`src/rtl/cracker_host_link.sv`:
```
// cracker_host_link
// -----------------
// Host-side sequencer for an NT-hash cracker core. A job runs in three phases:
//   1. Hash load: HASH_BYTES bytes are accepted from the host one at a time.
//      Each byte is registered onto new_hash_byte and announced to the core
//      with a one-cycle store_hash_byte strobe (two cycles per byte).
//   2. Start/capture: a one-cycle go strobe starts the core. The core then
//      presents the recovered password one byte per your_turn cycle. An
//      8'h00 byte terminates it. match_found is latched from the first
//      your_turn cycle. At most MAX_PW_BYTES bytes are buffered.
//   3. Drain: buffered bytes are returned to the host, oldest first, over a
//      valid/ready handshake. The block returns to IDLE once the buffer is
//      empty.
//
// Ports
//   clk, reset                  rising-edge clock, synchronous active-high reset
//   host_byte/valid/ready       hash bytes from host
//   new_hash_byte               hash byte presented to the cracker core
//   store_hash_byte, go         one-cycle strobes to the cracker core
//   match_found, your_turn,
//   password_byte               result stream from the cracker core
//   result_byte/valid/ready     buffered password bytes to host
//   result_match                match flag latched for the current job
//   busy                        high whenever not IDLE
module cracker_host_link #(
  parameter int HASH_BYTES   = 16,
  parameter int MAX_PW_BYTES = 16
) (
  input  logic       clk,
  input  logic       reset,
  input  logic [7:0] host_byte,
  input  logic       host_valid,
  output logic       host_ready,
  output logic [7:0] new_hash_byte,
  output logic       store_hash_byte,
  output logic       go,
  input  logic       match_found,
  input  logic       your_turn,
  input  logic [7:0] password_byte,
  output logic [7:0] result_byte,
  output logic       result_valid,
  input  logic       result_ready,
  output logic       result_match,
  output logic       busy
);

  localparam int HC_W  = $clog2(HASH_BYTES + 1);
  localparam int PC_W  = $clog2(MAX_PW_BYTES + 1);
  localparam int IDX_W = (MAX_PW_BYTES > 1) ? $clog2(MAX_PW_BYTES) : 1;

  typedef enum logic [2:0] {
    ST_IDLE,
    ST_LOAD,
    ST_STORE,
    ST_START,
    ST_WAIT,
    ST_CAPTURE,
    ST_DRAIN
  } state_t;

  state_t            state_reg, state_next;
  logic [HC_W-1:0]   hash_cnt_reg, hash_cnt_next;
  logic [7:0]        hash_byte_reg, hash_byte_next;
  logic [PC_W-1:0]   wr_cnt_reg, wr_cnt_next;
  logic [PC_W-1:0]   rd_cnt_reg, rd_cnt_next;
  logic              match_reg, match_next;
  logic [7:0]        rd_data_reg;

  logic              mem_we;
  logic              pop;
  logic [IDX_W-1:0]  wr_idx;
  logic [IDX_W-1:0]  rd_idx;

  // Password capture buffer. It is never reset: the write and read counters
  // define which entries are meaningful. Clearing the counters empties it.
  logic [7:0] pw_mem [MAX_PW_BYTES];

  // ---------------------------------------------------------------------------
  // Next-state and output logic
  // ---------------------------------------------------------------------------
  always_comb begin
    state_next      = state_reg;
    hash_cnt_next   = hash_cnt_reg;
    hash_byte_next  = hash_byte_reg;
    wr_cnt_next     = wr_cnt_reg;
    rd_cnt_next     = rd_cnt_reg;
    match_next      = match_reg;
    host_ready      = 1'b0;
    store_hash_byte = 1'b0;
    go              = 1'b0;
    result_valid    = 1'b0;
    mem_we          = 1'b0;
    pop             = 1'b0;

    case (state_reg)
      ST_IDLE: begin
        // Only wake up here. The byte is taken in LOAD on the next cycle.
        if (host_valid) begin
          state_next = ST_LOAD;
        end
      end

      ST_LOAD: begin
        host_ready = 1'b1;
        if (host_valid) begin
          hash_byte_next = host_byte;
          state_next     = ST_STORE;
        end
      end

      ST_STORE: begin
        store_hash_byte = 1'b1;
        hash_cnt_next   = hash_cnt_reg + HC_W'(1);
        // Compare before the increment so the counter never has to hold
        // more than HASH_BYTES.
        if (hash_cnt_reg == HC_W'(HASH_BYTES - 1)) begin
          state_next = ST_START;
        end else begin
          state_next = ST_LOAD;
        end
      end

      ST_START: begin
        go            = 1'b1;
        hash_cnt_next = '0;
        wr_cnt_next   = '0;
        rd_cnt_next   = '0;
        match_next    = 1'b0;
        state_next    = ST_WAIT;
      end

      ST_WAIT, ST_CAPTURE: begin
        if (your_turn) begin
          // The match flag is taken only from the first presented byte.
          if (state_reg == ST_WAIT) begin
            match_next = match_found;
          end
          if (password_byte == 8'h00) begin
            state_next = ST_DRAIN;
          end else begin
            mem_we      = 1'b1;
            wr_cnt_next = wr_cnt_reg + PC_W'(1);
            if (wr_cnt_reg == PC_W'(MAX_PW_BYTES - 1)) begin
              state_next = ST_DRAIN;
            end else begin
              state_next = ST_CAPTURE;
            end
          end
        end
      end

      ST_DRAIN: begin
        if (rd_cnt_reg != wr_cnt_reg) begin
          result_valid = 1'b1;
          if (result_ready) begin
            pop         = 1'b1;
            rd_cnt_next = rd_cnt_reg + PC_W'(1);
          end
        end else begin
          state_next = ST_IDLE;
        end
      end

      default: begin
        state_next = ST_IDLE;
      end
    endcase
  end

  // ---------------------------------------------------------------------------
  // State and counter registers
  // ---------------------------------------------------------------------------
  always_ff @(posedge clk) begin
    if (reset) begin
      state_reg     <= ST_IDLE;
      hash_cnt_reg  <= '0;
      hash_byte_reg <= 8'h00;
      wr_cnt_reg    <= '0;
      rd_cnt_reg    <= '0;
      match_reg     <= 1'b0;
    end else begin
      state_reg     <= state_next;
      hash_cnt_reg  <= hash_cnt_next;
      hash_byte_reg <= hash_byte_next;
      wr_cnt_reg    <= wr_cnt_next;
      rd_cnt_reg    <= rd_cnt_next;
      match_reg     <= match_next;
    end
  end

  // ---------------------------------------------------------------------------
  // Buffer write port and registered read port
  // ---------------------------------------------------------------------------
  assign wr_idx = wr_cnt_reg[IDX_W-1:0];
  // The read register is addressed with the entry that will be at the head on
  // the next cycle, so the head is always ready without extra latency.
  assign rd_idx = rd_cnt_reg[IDX_W-1:0] + (pop ? IDX_W'(1) : IDX_W'(0));

  always_ff @(posedge clk) begin
    if (mem_we) begin
      pw_mem[wr_idx] <= password_byte;
    end
  end

  always_ff @(posedge clk) begin
    if (reset) begin
      rd_data_reg <= 8'h00;
    end else if (mem_we && (wr_idx == rd_idx)) begin
      // Forward a byte that is written to the head slot in this same cycle.
      rd_data_reg <= password_byte;
    end else begin
      rd_data_reg <= pw_mem[rd_idx];
    end
  end

  // ---------------------------------------------------------------------------
  // Outputs
  // ---------------------------------------------------------------------------
  assign new_hash_byte = hash_byte_reg;
  assign result_byte   = result_valid ? rd_data_reg : 8'h00;
  assign result_match  = match_reg;
  assign busy          = (state_reg != ST_IDLE);

endmodule

```
`config.mk`:
```
export PLATFORM = sky130hd
export DESIGN_NAME = cracker_host_link
export DESIGN_NICKNAME = d
export VERILOG_FILES = /design/src/rtl/cracker_host_link.sv
export SDC_FILE = /design/constraint.sdc
export NUM_CORES = 1
export LEC_CHECK = 0
export ABC_CLOCK_PERIOD_IN_PS = 3500
export CORE_UTILIZATION = 59
export DETAILED_ROUTE_END_ITERATION = 6
export GPL_TIMING_DRIVEN = 0
export PLACE_DENSITY = 0.78
export SYNTH_ARGS = -nofsm -noshare
export SYNTH_HDL_FRONTEND = slang
export SYNTH_SLANG_ARGS = --single-unit
```
`constraint.sdc`:
```
create_clock -name clk -period 3.5 [get_ports clk]
set_input_delay 0.7 -clock clk [delete_from_list [all_inputs] [get_ports clk]]
set_output_delay 0.7 -clock clk [all_outputs]
set_load 0.005 [all_outputs]
```
==> impl_results.html <==
<table>
<tr><th>Metric</th><th>Value</th></tr>
<tr><th colspan="2">Run status</th></tr>
<tr><td>Run status</td><td>complete, no violations</td></tr>
<tr><th colspan="2">Pwr</th></tr>
<tr><td>Power Internal</td><td>3230 µW</td></tr>
<tr><td>Reg power frac</td><td>0.520</td></tr>
<tr><td>Switching part of the total power</td><td>0.200</td></tr>
<tr><td>Max IR drop VDD</td><td>0.455 mV</td></tr>
<tr><td>Power density over the cells</td><td>490 nW/µm²</td></tr>
<tr><td>Pleak</td><td>0.00286 µW</td></tr>
<tr><td>Share of total power in the clock network</td><td>0.447</td></tr>
<tr><td>Net switching power of the design</td><td>806 µW</td></tr>
<tr><td>Combinational share of power</td><td>0.032</td></tr>
<tr><th colspan="2">Yosys</th></tr>
<tr><td>Number of standard cells after synthesis</td><td>437</td></tr>
<tr><td>Synth area leaders</td><td>edfxtp_1 (56%), mux4_2 (10%), dfxtp_1 (10%), mux2i_1 (5.9%), nor2_1 (2.4%)</td></tr>
<tr><td>Largest area contributor in the netlist</td><td>edfxtp_1</td></tr>
<tr><td>Number of different library cells in the post-synthesis netlist</td><td>46</td></tr>
<tr><td>Number of nets produced by synthesis</td><td>469</td></tr>
<tr><td>Combined area of all synthesized cells</td><td>6920 µm²</td></tr>
<tr><td>Flip-flop and latch count after synthesis</td><td>163</td></tr>
<tr><td>Area fraction of the dominant cell type after synthesis</td><td>0.555</td></tr>
<tr><td>Register area share after synthesis</td><td>0.657</td></tr>
<tr><td>Total number of yosys warnings</td><td>0</td></tr>
<tr><td>Number of enable-type register cells in the synthesized netlist</td><td>128</td></tr>
<tr><td>Leading cell type by number of instances after synthesis</td><td>edfxtp_1</td></tr>
<tr><td>Mean area per synthesized cell</td><td>15.8 µm²</td></tr>
<tr><td>List of most frequent post-synthesis cells</td><td>edfxtp_1 (128), nor2_1 (45), mux2i_1 (41), dfxtp_1 (35), mux4_2 (32)</td></tr>
<tr><td>Most frequently used flop master after synthesis</td><td>edfxtp_1</td></tr>
<tr><td>Fraction of registers with async set/reset</td><td>0</td></tr>
<tr><th colspan="2">Setup path</th></tr>
<tr><td>Worst R2R Start</td><td>rd_cnt_reg[2]</td></tr>
<tr><td>Critical Path End Type</td><td>flip-flop</td></tr>
<tr><td>Endpoint required time on the critical path</td><td>3.79 ns</td></tr>
<tr><td>Worst reg2reg path endpoint</td><td>rd_data_reg[0]</td></tr>
<tr><td>Critical path data arrival time</td><td>3.65 ns</td></tr>
<tr><td>Highest net fanout along the worst path</td><td>10</td></tr>
<tr><td>CP Launch Type</td><td>flip-flop</td></tr>
<tr><td>Depth of the worst register-to-register path</td><td>14</td></tr>
<tr><td>CP Class</td><td>flip-flop to flip-flop</td></tr>
<tr><td>Flop-to-flop setup slack</td><td>0.14 ns</td></tr>
<tr><th colspan="2">Finish</th></tr>
<tr><td>Number of nets in the final layout</td><td>537</td></tr>
<tr><td>Multi-input logic area</td><td>2220 µm²</td></tr>
<tr><td>Total area of sequential cells</td><td>4550 µm²</td></tr>
<tr><td>Post-route standard cell area excluding fillers</td><td>8250 µm²</td></tr>
<tr><td>Fraction of layout instances using a drive strength above 1</td><td>0.191</td></tr>
<tr><td>Utilization of the core after routing</td><td>0.722</td></tr>
<tr><td>Diode count</td><td>0</td></tr>
<tr><td>Number of fillers in the final layout</td><td>736</td></tr>
<tr><td>Filler-free cell count of the finished design</td><td>661</td></tr>
<tr><td>Largest register FFs</td><td>128</td></tr>
<tr><td>Area growth from synthesis to layout</td><td>19.2%</td></tr>
<tr><th colspan="2">Clock network</th></tr>
<tr><td>Sinks on the clock net</td><td>163</td></tr>
<tr><td>Cell at the root of the clock tree</td><td>clkbuf_16</td></tr>
<tr><td>TritonCTS clock tree</td><td>done</td></tr>
<tr><td>Number of buffers inserted for hold repair after clock tree synthesis</td><td>0</td></tr>
<tr><td>Number of buffers created by CTS</td><td>17</td></tr>
<tr><td>Max Root-Sink Buffers</td><td>2</td></tr>
<tr><td>Clock transition at the register clock pins on the worst setup and hold paths after CTS</td><td>0.06 ns</td></tr>
<tr><td>Later-pin clock latency in the skew report</td><td>0.43 ns</td></tr>
<tr><td>Number of H-tree branching levels</td><td>4</td></tr>
<tr><th colspan="2">Timing</th></tr>
<tr><td>Worst slack on hold paths</td><td>0.489 ns</td></tr>
<tr><td>Fin crit period</td><td>3.36 ns</td></tr>
<tr><td>Final Setup Violations</td><td>0</td></tr>
<tr><td>Clk_skew</td><td>0.00790 ns</td></tr>
<tr><td>Max Transition Viols Final</td><td>0</td></tr>
<tr><td>Maximum clock rate</td><td>0.298 GHz</td></tr>
<tr><td>Setup repair after global routing missed its margin</td><td>yes</td></tr>
<tr><td>Tcrit/Tclk final</td><td>0.960</td></tr>
<tr><td>Worst rel slew slack</td><td>0.200</td></tr>
<tr><td>Worst slew pin tran</td><td>1.19 ns</td></tr>
<tr><td>Fin. Hold Viols</td><td>0</td></tr>
<tr><th colspan="2">GRT</th></tr>
<tr><td>Wire length of the first global-routing pass</td><td>21000 µm</td></tr>
<tr><td>Remaining global-route overflow</td><td>0</td></tr>
<tr><td>Via count of the first global-routing pass</td><td>3834</td></tr>
<tr><td>Gr usage total</td><td>0.249</td></tr>
<tr><td>Pin count of the biggest net entering global routing</td><td>19</td></tr>
<tr><td>Initial antenna violation count</td><td>0</td></tr>
<tr><th colspan="2">Hold path</th></tr>
<tr><td>Source of the worst hold timing path</td><td>new_hash_byte[6]</td></tr>
<tr><td>Cell count of the worst hold path</td><td>2</td></tr>
<tr><td>Type of the most critical hold path</td><td>flip-flop to flip-flop</td></tr>
<tr><td>Worst min-delay path endpoint</td><td>new_hash_byte[6]</td></tr>
<tr><th colspan="2">Job</th></tr>
<tr><td>Count of max-cap constraint violations</td><td>0</td></tr>
<tr><th colspan="2">Floorplanning</th></tr>
<tr><td>Die width</td><td>110 µm</td></tr>
<tr><td>Die Y</td><td>110 µm</td></tr>
<tr><td>Row cnt</td><td>39</td></tr>
<tr><td>Die area</td><td>12200 µm²</td></tr>
<tr><td>Number of ports placed on the die boundary</td><td>44</td></tr>
<tr><td>Placeable Area</td><td>11400 µm²</td></tr>
<tr><td>Initial core utilization</td><td>0.606</td></tr>
<tr><th colspan="2">Placement</th></tr>
<tr><td>Final weighted congestion of routability-driven global placement</td><td>0.769</td></tr>
<tr><td>Count of buffers from port buffering</td><td>43</td></tr>
<tr><td>Standard cell area after detailed placement</td><td>7530 µm²</td></tr>
<tr><td>Half-perimeter wire length after detailed placement</td><td>9020 µm</td></tr>
<tr><td>Cell count after placement</td><td>623</td></tr>
<tr><th colspan="2">Route</th></tr>
<tr><td>Detailed-route DRC error count</td><td>0</td></tr>
<tr><td>First drt pass iteration count</td><td>4</td></tr>
<tr><td>Number of routed nets with antenna violations</td><td>0</td></tr>
<tr><td>Vias</td><td>3935</td></tr>
<tr><td>Final routed wirelength across all metal layers</td><td>14000 µm</td></tr>
<tr><td>Wirelength per Cell</td><td>21.2 µm</td></tr>
<tr><td>First DRT Iteration DRCs</td><td>362</td></tr>
<tr><td>Routed via count divided by cell count</td><td>5.95</td></tr>
</table>
## layout make-up
| class | count | area share |
|---|---|---|
| clock buffer | 24 | 0.0649 |
| inverter | 9 | 0.00410 |
| buffer | 25 | 0.0238 |
| multi-input combinational | 240 | 0.269 |
| tap | 143 | 0.0217 |
| sequential | 163 | 0.551 |
| timing repair buffer | 49 | 0.0576 |
| clock inverter | 8 | 0.00728 |
## cell usage in the layout (no fill, tap or decap), types with 3 or more instances in the layout
cell type	count
nand2b_1	11
xor2_1	9
edfxtp_1	128
buf_2	5
a211oi_1	4
ha_1	10
o31a_1	3
buf_6	3
mux4_2	32
nor3_1	12
nor3_2	3
buf_4	9
a21oi_1	12
and2_1	10
o21ai_1	3
nand2_1	8
dfxtp_1	34
clkbuf_8	4
mux2i_1	40
nor2_1	45
inv_1	8
nand3_1	8
clkbuf_16	20
clkdlybuf4s50_1	43
clkbuf_1	10
## kinds of logic (layout without fill, tap and decap cells)
kind of cell | after synthesis | in the layout | synth area share
and+or+nand+nor | 112 | 112 | 0.0826
adders and majority gates | 10 | 10 | 0.0181
buffers and inverters | 34 | 115 | 0.0257
DFF | 163 | 163 | 0.657
muxes | 73 | 73 | 0.163
xor gates and xnor gates | 12 | 12 | 0.0212
AOI/OAI and AO/OA | 33 | 33 | 0.0325
## power by group through the flow
stage,clock (µW),combinational (µW),sequential (µW)
after floorplan,0,50.2,2140
after global placement,0,125,2140
after detailed placement,0,130,2140
after CTS,1830,131,2100
after global routing,1920,143,2100
final,1810,131,2100
## what timing repair did
| item | in CTS | in global routing |
|---|---|---|
| endpoints found under the setup margin | 8 | 24 |
| buffers inserted | 0 | 6 |
| pin swaps | 0 | 1 |
| gates resized for setup | 15 | 9 |
## metrics by stage
step | setup WS, ns | total power (µW) | TNS [ns]
floorplan | 0.414 | 2190 | 0
detailed placement | -0.511 | 2270 | -15.85
CTS | 0.0240 | 4060 | 0
global route | -0.00341 | 4160 | -0.00504
global placement | -0.423 | 2270 | -8.57
finish | 0.139 | 4040 | 0
## per-layer routing
| layer | part of all wire | vias to the layer above | GRT usage | routed length (µm) |
|---|---|---|---|---|
| met1 | 0.43 | 1969 | 0.324 | 5980 |
| met2 | 0.49 | 139 | 0.392 | 6830 |
| met5 | 0 | - | 0 | 0 |
| met4 | 0.020 | 0 | 0.0921 | 286 |
| met3 | 0.067 | 28 | 0.0841 | 945 |
| li1 | - | 1799 | - | - |
## critical path, cell delays in order (launching register included)
cell	delay (ns)
dfxtp_1	0.30
buf_4	0.17
xor2_1	0.17
nor3_2	0.18
a21oi_2	0.12
clkbuf_4	0.22
and2_1	0.19
ha_1	0.30
buf_4	0.20
buf_6	0.21
mux4_2	0.57
mux2i_1	0.21
mux2i_1	0.13
mux2i_1	0.20
nor2_1	0.06
## how the worst max path moves through the flow
stage / startpoint / to / slack, ns / depth (start not counted)
floorplan: rd_cnt_reg[2] / rd_data_reg[1] / 0.41 / 15
global placement: rd_cnt_reg[2] / rd_data_reg[7] / -0.42 / 15
detailed placement: rd_cnt_reg[2] / rd_data_reg[7] / -0.51 / 15
CTS: state_reg[2] / rd_data_reg[4] / 0.02 / 13
global route: rd_cnt_reg[2] / rd_data_reg[0] / -0.003 / 14
finish: rd_cnt_reg[2] / rd_data_reg[0] / 0.14 / 14
Note: power is estimated with default switching activity, not from simulation.
